### src/rtl/burst_rr_arbiter_if.sv
// Requester/downstream handshake bundle for burst_rr_arbiter.
// slave = arbiter side, master = requesters plus downstream environment.
interface burst_rr_arbiter_if #(
  parameter int NumReq = 2,
  parameter int IdxW   = (NumReq > 1) ? $clog2(NumReq) : 1
);
  logic [NumReq-1:0] req_i;
  logic [NumReq-1:0] last_i;
  logic [NumReq-1:0] gnt_o;
  logic              valid_o;
  logic              last_o;
  logic [IdxW-1:0]   idx_o;
  logic              ready_i;
  logic              busy_o;

  modport slave (
    input  req_i, last_i, ready_i,
    output gnt_o, valid_o, last_o, idx_o, busy_o
  );

  modport master (
    output req_i, last_i, ready_i,
    input  gnt_o, valid_o, last_o, idx_o, busy_o
  );
endinterface

### src/rtl/burst_rr_arbiter.sv
// Burst-granular round-robin arbiter: zero-cycle grant, winner locked until last beat or beat cap.
// Backpressure: nothing advances unless valid_o & ready_i; flush_i clears state and blocks transfer.
module burst_rr_arbiter #(
  parameter int NumReq   = 2,
  parameter int MaxBeats = 16,
  parameter int IdxW     = (NumReq > 1) ? $clog2(NumReq) : 1
) (
  input  logic             clk_i,
  input  logic             rst_ni,
  input  logic             flush_i,
  burst_rr_arbiter_if.slave bus
);
  localparam int              CntW   = $clog2(MaxBeats + 1);
  localparam logic [CntW-1:0] CapCnt = CntW'(MaxBeats - 1);
  localparam logic            Single = (MaxBeats == 1);

  typedef enum logic {IDLE, BURST} state_e;

  state_e            st_q, st_d;
  logic [IdxW-1:0]   rr_q, rr_d;
  logic [IdxW-1:0]   lock_q, lock_d;
  logic [CntW-1:0]   cnt_q, cnt_d;
  logic [IdxW-1:0]   sel;
  logic [NumReq-1:0] gnt;
  logic              valid, last, busy;
  logic [IdxW-1:0]   idx;

  function automatic logic [IdxW-1:0] wrap_inc(input logic [IdxW-1:0] i);
    if (int'(i) == NumReq - 1) return '0;
    return i + 1'b1;
  endfunction

  // Scan downward so the candidate closest to rr_q is written last and wins.
  always_comb begin
    int              j;
    logic [IdxW-1:0] cand;
    j    = 0;
    cand = '0;
    sel  = rr_q;
    for (int k = NumReq - 1; k >= 0; k--) begin
      j = int'(rr_q) + k;
      if (j >= NumReq) j = j - NumReq;
      cand = IdxW'(j);
      if (bus.req_i[cand]) sel = cand;
    end
  end

  always_comb begin
    st_d   = st_q;
    rr_d   = rr_q;
    lock_d = lock_q;
    cnt_d  = cnt_q;
    gnt    = '0;
    valid  = 1'b0;
    last   = 1'b0;
    idx    = rr_q;
    busy   = 1'b0;
    if (flush_i) begin
      st_d   = IDLE;
      rr_d   = '0;
      lock_d = '0;
      cnt_d  = '0;
    end else begin
      unique case (st_q)
        IDLE: begin
          valid = |bus.req_i;
          idx   = sel;
          last  = bus.last_i[sel] | Single;
          if (valid && bus.ready_i) begin
            gnt[sel] = 1'b1;
            if (last) begin
              rr_d = wrap_inc(sel);
            end else begin
              st_d   = BURST;
              lock_d = sel;
              cnt_d  = CntW'(1);
            end
          end
        end
        BURST: begin
          idx   = lock_q;
          valid = bus.req_i[lock_q];
          last  = bus.last_i[lock_q] | (cnt_q == CapCnt);
          busy  = 1'b1;
          if (valid && bus.ready_i) begin
            gnt[lock_q] = 1'b1;
            cnt_d       = cnt_q + 1'b1;
            if (last) begin
              st_d  = IDLE;
              rr_d  = wrap_inc(lock_q);
              cnt_d = '0;
            end
          end
        end
        default: st_d = IDLE;
      endcase
    end
  end

  always_ff @(posedge clk_i) begin
    if (!rst_ni) begin
      st_q   <= IDLE;
      rr_q   <= '0;
      lock_q <= '0;
      cnt_q  <= '0;
    end else begin
      st_q   <= st_d;
      rr_q   <= rr_d;
      lock_q <= lock_d;
      cnt_q  <= cnt_d;
    end
  end

  assign bus.gnt_o   = gnt;
  assign bus.valid_o = valid;
  assign bus.last_o  = last;
  assign bus.idx_o   = idx;
  assign bus.busy_o  = busy;
endmodule

### src/flat_wrapper.sv
// flat-port wrapper written by rule: the top's interface ports become plain ports
module burst_rr_arbiter_flat 
#(
  parameter int NumReq   = 2,
  parameter int MaxBeats = 16,
  parameter int IdxW     = (NumReq > 1) ? $clog2(NumReq) : 1
)
  (clk_i, rst_ni, flush_i, bus_req_i, bus_last_i, bus_ready_i, bus_gnt_o, bus_valid_o, bus_last_o, bus_idx_o, bus_busy_o);
  burst_rr_arbiter_if #(.NumReq(NumReq), .IdxW(IdxW)) bus_i ();
  input  logic clk_i;
  input  logic rst_ni;
  input  logic flush_i;
  input wire logic [$bits(bus_i.req_i)-1:0] bus_req_i;
  input wire logic [$bits(bus_i.last_i)-1:0] bus_last_i;
  input wire logic [$bits(bus_i.ready_i)-1:0] bus_ready_i;
  output wire logic [$bits(bus_i.gnt_o)-1:0] bus_gnt_o;
  output wire logic [$bits(bus_i.valid_o)-1:0] bus_valid_o;
  output wire logic [$bits(bus_i.last_o)-1:0] bus_last_o;
  output wire logic [$bits(bus_i.idx_o)-1:0] bus_idx_o;
  output wire logic [$bits(bus_i.busy_o)-1:0] bus_busy_o;
  assign bus_i.req_i = bus_req_i;
  assign bus_i.last_i = bus_last_i;
  assign bus_i.ready_i = bus_ready_i;
  assign bus_gnt_o = bus_i.gnt_o;
  assign bus_valid_o = bus_i.valid_o;
  assign bus_last_o = bus_i.last_o;
  assign bus_idx_o = bus_i.idx_o;
  assign bus_busy_o = bus_i.busy_o;
  burst_rr_arbiter #(.NumReq(NumReq), .MaxBeats(MaxBeats), .IdxW(IdxW)) u_core (.clk_i(clk_i), .rst_ni(rst_ni), .flush_i(flush_i), .bus(bus_i));
endmodule
### config.mk
export PLATFORM = sky130hd
export DESIGN_NAME = burst_rr_arbiter_flat
export DESIGN_NICKNAME = d
export VERILOG_FILES = /design/src/rtl/burst_rr_arbiter_if.sv /design/src/rtl/burst_rr_arbiter.sv /design/src/flat_wrapper.sv
export SDC_FILE = /design/constraint.sdc
export NUM_CORES = 1
export LEC_CHECK = 0
export ABC_AREA = 1
export CAP_MARGIN = 20
export CELL_PAD_IN_SITES_DETAIL_PLACEMENT = 1
export CELL_PAD_IN_SITES_GLOBAL_PLACEMENT = 1
export CORE_MARGIN = 2
export CORE_UTILIZATION = 29
export CTS_CLUSTER_SIZE = 14
export DETAILED_ROUTE_END_ITERATION = 8
export PLACE_DENSITY = 0.79
export SYNTH_ARGS = -nofsm -noshare
export SYNTH_HDL_FRONTEND = slang
export SYNTH_SLANG_ARGS = --single-unit
### constraint.sdc
create_clock -name clk_i -period 1.3 [get_ports clk_i]
set_input_delay 0.26 -clock clk_i [delete_from_list [all_inputs] [get_ports clk_i]]
set_output_delay 0.26 -clock clk_i [all_outputs]
set_load 0.005 [all_outputs]
# == Word level (Yosys, flattened, before mapping) ==
# Cells that the tools add are included.
# op_classes
magnitude_cmp,8
bitwise,4
n_eq_ne,6
n_mul,0
shift,0
n_mux,59
n_reduce_logical,9
add_sub_neg,6
n_div,0
# op_table
cell,n
$mux 1,43
$mux 5,4
$pmux 1 s2,5
$pmux 5 s2,1
$lt 1x2->1 const B,4
$mux 2,3
$ne 2x2->1 const B,3
$reduce_and 3->1,2
$add 5x1->5 const B,1
$eq 5x4->1 const B,1
$logic_and 1x1->1,4
$ne 2x1->1 const B,2
$pmux 2 s2,1
$reduce_and 4->1,1
$reduce_or 2->1,2
$not 1->1,3
$add 1x1->1 const B,2
$add 1x1->2 const B,1
$demux 1 s1,2
$ge 1x1->1 const B,2
$ge 1x2->1 const B,1
$ge 2x2->1 const B,1
$sub 1x1->1 const B,2
$or 1x1->1,1
# totals
latch_bits,0
rom_bits,0
regBits,8
wordCells,96
output_inout_bits,6
memories,0
ram_bits,0
input_bits,8

# == Depth between registers and ports, before layout ==
# Gate-level depths: netlist of run 1.
# depth
ltp_word,17
mapped_depth,10
mapped_depth_nobuf,10

# == Least setup slack after synthesis of run 1 ==
# Ideal clock, no wire load.
# synth_timing
kind,reg2reg
from,register u_core.cnt_q[0]
to,register u_core.cnt_q[2]
path_slack_ns,-0.171
stages_incl_launch_ff,9
period_less_slack_ns,1.471
n_path_buf,0
required_time_ns,1.234
t_arrival_ns,1.405
setup_ns,0.066
path_cell_list,dfxtp_1 > ha_1 > and3_1 > ha_1 > inv_1 > nand3_1 > nor3_1 > nand2_2 > a21oi_2
# synth_between
elab_chain_cells,5
elab_cells_between_ends,6
classes_between,add/sub (1); eq/ne (1); mux (3); bitwise (1)
# synth_lines
item,line_no,rtl
start: declaration,burst_rr_arbiter.sv:22,"logic [CntW-1:0] cnt_q, cnt_d;"
start signal: assignment,burst_rr_arbiter.sv:110,cnt_q <= cnt_d;
"parallel branches: the longest is 2 deep, another holds $add 5x1->5",-,
$mux 5 (*),burst_rr_arbiter.sv:88,if (last) begin
$mux 5 (*),burst_rr_arbiter.sv:85,if (valid && bus.ready_i) begin
$pmux 5 s2 (*),burst_rr_arbiter.sv:64,unique case (st_q)
# Mark *: on every way between the ends. The select of a mux whose other input is x is not followed.
# A chain may end at the register's enable or synchronous reset.

# == Final worst setup path of run 1 ==
# layout_timing
from,register u_core.cnt_q[1]
to,output bus_last_o
# layout_between
elab_chain_cells,4
# layout_lines
item,line_no,rtl
$eq 5x4->1,burst_rr_arbiter.sv:83,last = bus.last_i[lock_q] | (cnt_q == CapCnt);
$or 1x1->1,burst_rr_arbiter.sv:83,
$pmux 1 s2,burst_rr_arbiter.sv:64,
$mux 1,burst_rr_arbiter.sv:58,if (flush_i) begin
end: declaration,flat_wrapper.sv:18,output wire logic [$bits(bus_i.last_o)-1:0] bus_last_o;
# Every way passes these cells.

==> flow_summary.ini, run 1 <==
[grt]
antenna_found_initial = 0
grt_max_degree = 7
grt.total_usage = 0.210
grt_pass1_wl_um = 3920
overflow = 0
grt_pass1_vias = 871

[floorplanning]
ios = 14
fp.dieH_um = 49.8
die-area_um2 = 2480
chipWidth_um = 49.8
core_area_um2 = 1980
initial_core_util = 0.307
rows = 16

[final_layout]
mostFrequentLayoutCell = buf_4
postLayoutCoreUtil = 0.616
n_antenna_cell = 0
synthToLayoutAreaGrowth_pct = 100
nets = 159
layout.cells.most_common_list = buf_4 (29), nor2_1 (12), nand2_1 (10), nand2_2 (10), buf_6 (8)
drive_gt1_frac = 0.633
fin_area_um2 = 1220

[synthesis]
synth_cell_types = 23
ys_warn_count = 0
syn-num-nets = 105
yosysSeqAreaShare = 0.263
synthCells = 95
synth-async-reset-ratio = 0
synth.avg_cell_area_um2 = 6.41
synth_edf_count = 0
syn_area_um2 = 609
ys.flop_type = dfxtp_1
ys_ff_latch = 8

[pwr]
ir_drop_uv = 446
leakage_nw = 0.563
finalPower_mw = 0.773
power_density_nw_per_um2 = 633

[critical_path]
crit_fanout = 2
reg2reg_depth = 11
startpoint_type = register
cp_slowest_cell = dfxtp_2
cpPeakStageDelay_ps = 350
cp_cell_sequence = ha_4 -> and3_4 -> ha_4 -> inv_4 -> nand3_4 -> nand2_4 -> a21oi_2 -> buf_2
path_delay_family = flip-flops
path_class = register to output port
cpMostUsedCell = ha_4
worst_ep_arrival_time_ps = 1490
crit_path_end_kind = output port
crit_cells = 8
crit_buf_inv = 2
cp.required_ps = 1040

[routing]
vias = 823
wl_um = 2690
wl_per_cell_um = 15.5
drt_iter0_drc = 6
dr.pass1.iters = 3
drtAntennaViolNets = 0
post-route-drc-count = 0
vias_per_cell = 4.73

[sta]
finalCriticalPeriod_ps = 1750
setup_ws_ps = -455
post-route-period-util = 1.35
fin_setup_tns_ps = -3670
fin_skew_ps = 5.76
setup_violations = 12
rsz0062_at_grt = yes
hold_violations = 0
fmax_mhz = 570
max_slew_margin = 0.828
tightest_slew_ps = 256
slew_violations = 0

[cts]
cts_tree = yes
cts_buffers = 3
clk_path_buf_depth = 2
cts_hold_buf = 0
clk_pin_slew_ps = 60
clock_latency_ps = 270
cts_max_level = 1
clockRootBuffer = clkbuf_4
numClockSinks = 8

[placed_design]
place_area_um2 = 1010
io_buffers = 13
post-dp-hpwl_um = 1690
gp_congestion = 0.800

[hold_path]
min_path_type = register to register
hold_depth = 2

[outcome]
status = finished with violations
violations = setup timing

[run]
drv_cap = 0
## metrics by stage
step / hold slack, ps / instances / worst slack, ps
floorplan: 450 / 95 / -8.11
global placement: 464 / 160 / -919
detailed placement: 478 / 160 / -1020
CTS: 491 / 170 / -400
global route: 523 / 174 / -528
finish: 493 / 174 / -455
## cells in the mapped netlist (2+ instances only)
library cell,instances,area (um^2)
nand2_1,18,67.6
nor2_1,16,60.1
inv_1,13,48.8
dfxtp_1,8,160
o21ai_0,8,40.0
nand2_2,5,31.3
nand3_1,5,25.0
a21oi_1,3,15.0
ha_1,2,25.0
nand4_1,2,12.5
nor2_2,2,12.5
nor3_1,2,10.0
## layout make-up
cell class | instances | area [um^2]
Fill cell | 256 | 762
Multi-Input combinational cell | 72 | 529
Timing Repair Buffer | 50 | 405
Sequential cell | 8 | 171
Inverter | 14 | 57.6
Tap cell | 27 | 33.8
Clock buffer | 3 | 22.5
## power by group
group,leakage (nW),total [mW],internal [mW],switching (mW)
Sequential,0.0678,0.260,0.252,0.00791
Clock,0.0138,0.202,0.106,0.0957
Combinational,0.481,0.311,0.149,0.162
## state kept, by name (all words and copies together) (netlist names)
register       flops
u_core.lock_q      1
u_core.st_q        1
u_core.rr_q        1
u_core.cnt_q       5
## cell families (layout without fill, tap and decap cells)
kind of cell / after synthesis / after routing / synth area share
buffers and inverters: 15 / 67 / 0.103
AO/OA/AOI/OAI: 14 / 14 / 0.142
flip-flops: 8 / 8 / 0.263
XOR/XNOR: 2 / 2 / 0.0288
adder cells (fa/ha/maj): 2 / 2 / 0.0411
AND/OR/NAND/NOR: 54 / 54 / 0.423
## tightest hold or removal path, cell delays in order (launching register included)
cell     delay (ps)
dfxtp_1         320
nor2_1           50
nor2_1           80
## path summary, 6_finish.rpt
check | from | endpoint | slack (ps)
setup / recovery | u_core.cnt_q[1]$_SDFFE_PP0P_ | bus_last_o | -450
setup reg to reg | u_core.cnt_q[0]$_SDFFE_PP0P_ | u_core.cnt_q[2]$_SDFFE_PP0P_ | -450
hold / removal | u_core.cnt_q[4]$_SDFFE_PP0P_ | u_core.cnt_q[4]$_SDFFE_PP0P_ | 490
hold reg to reg | u_core.cnt_q[4]$_SDFFE_PP0P_ | u_core.cnt_q[4]$_SDFFE_PP0P_ | 490
## metal layers
metal,part of all wire,up-vias,global-route usage
met2,0.52,17,0.402
li1,-,413,-
met4,0.030,0,0.0509
met1,0.43,386,0.233
met5,0,-,0
met3,0.019,7,0.0424
## what timing repair did
action / 4_1_cts / 5_1_grt
setup buffers: 8 / 6
setup endpoints to repair: 14 / 14
gates resized for setup: 59 / 23
pin swaps: 17 / 13
Note: power is estimated with default switching activity, not from simulation.
==> run 2: changes to the inputs <==
--- a/config.mk
+++ b/config.mk
@@ -11,6 +11,7 @@
 export CELL_PAD_IN_SITES_GLOBAL_PLACEMENT = 1
 export CORE_MARGIN = 2
 export CORE_UTILIZATION = 29
+export CTS_BUF_LIST = sky130_fd_sc_hd__clkbuf_4 sky130_fd_sc_hd__clkbuf_8 sky130_fd_sc_hd__clkbuf_16
 export CTS_CLUSTER_SIZE = 14
 export DETAILED_ROUTE_END_ITERATION = 8
 export PLACE_DENSITY = 0.79
==> results of run 2 <==
No change in the layout: final DEF, timing and power equal those of run 1.
==> run 3: changes to the inputs <==
--- a/config.mk
+++ b/config.mk
@@ -10,11 +10,12 @@
 export CELL_PAD_IN_SITES_DETAIL_PLACEMENT = 1
 export CELL_PAD_IN_SITES_GLOBAL_PLACEMENT = 1
 export CORE_MARGIN = 2
-export CORE_UTILIZATION = 29
+export CORE_UTILIZATION = 32
 export CTS_BUF_LIST = sky130_fd_sc_hd__clkbuf_4 sky130_fd_sc_hd__clkbuf_8 sky130_fd_sc_hd__clkbuf_16
 export CTS_CLUSTER_SIZE = 14
 export DETAILED_ROUTE_END_ITERATION = 8
-export PLACE_DENSITY = 0.79
+export PLACE_DENSITY = 0.83
+export SETUP_SLACK_MARGIN = 0.05
 export SYNTH_ARGS = -nofsm -noshare
 export SYNTH_HDL_FRONTEND = slang
 export SYNTH_SLANG_ARGS = --single-unit
==> constraint.sdc (replaced) <==
create_clock -name clk_i -period 1.7 [get_ports clk_i]
set_input_delay 0.34 -clock clk_i [delete_from_list [all_inputs] [get_ports clk_i]]
set_output_delay 0.34 -clock clk_i [all_outputs]
set_load 0.005 [all_outputs]
==> run 3 against run 2 <==
Critical endpoint unchanged. Critical path depth unchanged. Sequential share of layout area up 1.1 points. Worst setup slack better by 310 ps. Hold slack better by 15 ps. Core utilization up 1.6 points. Register-to-register slack better by 420 ps. The flow still finishes with violations (setup timing). Die area down 8.7%. Clock skew up 4.1 ps.
==> flow_summary.ini, run 3 (synthesized netlist as in run 1, its figures left out) <==
[critical_path]
reg2reg_slack_ps = -30
cp_cell_sequence = ha_4 -> and3_4 -> ha_4 -> inv_2 -> nand3_4 -> nand2_4 -> a21oi_2 -> buf_2
cp_slowest_cell = dfxtp_2
cp.required_ps = 1360
startpoint_type = register
path_delay_family = flip-flops
path_class = register to output port
worst_ep_arrival_time_ps = 1500
crit_buf_inv = 2
cpMostUsedCell = ha_4
critical_path.startpoint = u_core.cnt_q[0]$_SDFFE_PP0P_
crit_path_end_kind = output port
cpPeakStageDelay_ps = 350
crit_fanout = 2
r2r-start = u_core.cnt_q[0]$_SDFFE_PP0P_

[pwr]
share_comb_of_total_power = 0.380
seqPwrFrac = 0.350
p_sw_mw = 0.200
power_density_nw_per_um2 = 513
p_clk_frac = 0.270
leakage_nw = 0.523
ir_drop_uv = 316
internal_power_mw = 0.372
p_sw_frac = 0.350

[grt]
grt_max_degree = 7
grt_pass1_wl_um = 3930
overflow = 0
grt_pass1_vias = 828
grt.total_usage = 0.262
antenna_found_initial = 0

[sta]
fmax_mhz = 543
max_slew_margin = 0.802
hold_violations = 0
setup_ws_ps = -143
post-route-period-util = 1.08
fin_skew_ps = 9.83
finalCriticalPeriod_ps = 1840
slew_violations = 0
setup_violations = 3
tightest_slew_ps = 296
fin_setup_tns_ps = -206
rsz0062_at_grt = yes
fin_worst_hold_slack_ps = 508

[routing]
vias = 876
drt_iter0_drc = 16
drtAntennaViolNets = 0
dr.pass1.iters = 4
wl_um = 3000
wl_per_cell_um = 18.1
post-route-drc-count = 0
vias_per_cell = 5.28

[cts]
cts_hold_buf = 0
clockRootBuffer = clkbuf_4
cts_buffers = 3
clock_latency_ps = 260
clk_path_buf_depth = 2
clk_pin_slew_ps = 60
cts_tree = yes
numClockSinks = 8
cts_max_level = 1

[floorplanning]
fp.dieH_um = 47.6
initial_core_util = 0.345
core_area_um2 = 1760
ios = 14
rows = 15
chipWidth_um = 47.6
die-area_um2 = 2270

[final_layout]
postLayoutCoreUtil = 0.632
finalNonFillerCells = 166
layout.cells.most_common_list = buf_4 (31), nor2_1 (12), nand2_1 (11), nand2_2 (11), inv_1 (9)
drive_gt1_frac = 0.582
n_antenna_cell = 0
n_fill_cell = 246
synthToLayoutAreaGrowth_pct = 83.0
largest_register = u_core.cnt_q
nets = 153
mostFrequentLayoutCell = buf_4
largest_reg_flops = 5

[outcome]
status = finished with violations
violations = setup timing

[placed_design]
dp.cells = 157
gp_congestion = 0.776
post-dp-hpwl_um = 1770
pre_cts_slack_ps = -819
io_buffers = 13

[run]
drv_cap = 0

[hold_path]
min_path_type = register to register
min_from = u_core.cnt_q[4]$_SDFFE_PP0P_
-- run 3: tightest hold or removal path, cell delays in order (launching register included) --
cell and delay, ps:
dfxtp_1 330, nor2_1 50, nor2_1 90
-- run 3: layer usage --
metal / vias up / GRT usage / share of wire
li1: 398 / - / -
met1: 426 / 0.304 / 0.39
met2: 32 / 0.470 / 0.52
met3: 20 / 0.0830 / 0.047
met4: 0 / 0.0541 / 0.043
met5: - / 0 / 0
-- run 3: cell type report --
cell class / count / area (um^2) / area share
Inverter: 14 / 57.6 / 0.0516
Tap cell: 25 / 31.3 / 0.0281
Clock buffer: 3 / 22.5 / 0.0202
Timing Repair Buffer: 44 / 329 / 0.295
Multi-Input combinational cell: 72 / 505 / 0.453
Sequential cell: 8 / 169 / 0.152
-- run 3: what timing repair did --
action | CTS | global route
setup buffers | 3 | 3
endpoints found under the hold margin | 0 | 0
resized for setup | 47 | 25
gates cloned | 0 | 0
pin swaps | 8 | 10
endpoints found under the setup margin | 11 | 6
-- run 3: metrics by stage --
stage	power [mW]	instance area, um^2
after floorplan	0.282	609
after global placement	0.367	951
after detailed placement	0.376	951
after CTS	0.535	1030
after global routing	0.592	1110
final	0.572	1110
-- run 3: path summary, 6_finish.rpt --
kind	end	cells after the start
worst max-delay path	bus_last_o	8
worst min-delay path	u_core.cnt_q[4]$_SDFFE_PP0P_	2
worst max register to register	u_core.cnt_q[1]$_SDFFE_PP0P_	8
worst min register to register	u_core.cnt_q[4]$_SDFFE_PP0P_	2
-- run 3: power groups by stage --
| stage | registers, mW | clock network, mW | logic (mW) |
|---|---|---|---|
| after global placement | 0.202 | 0 | 0.164 |
| after floorplan | 0.201 | 0 | 0.0806 |
| after CTS | 0.200 | 0.154 | 0.182 |
| final | 0.200 | 0.154 | 0.217 |
| after detailed placement | 0.203 | 0 | 0.174 |
| after global routing | 0.201 | 0.159 | 0.233 |
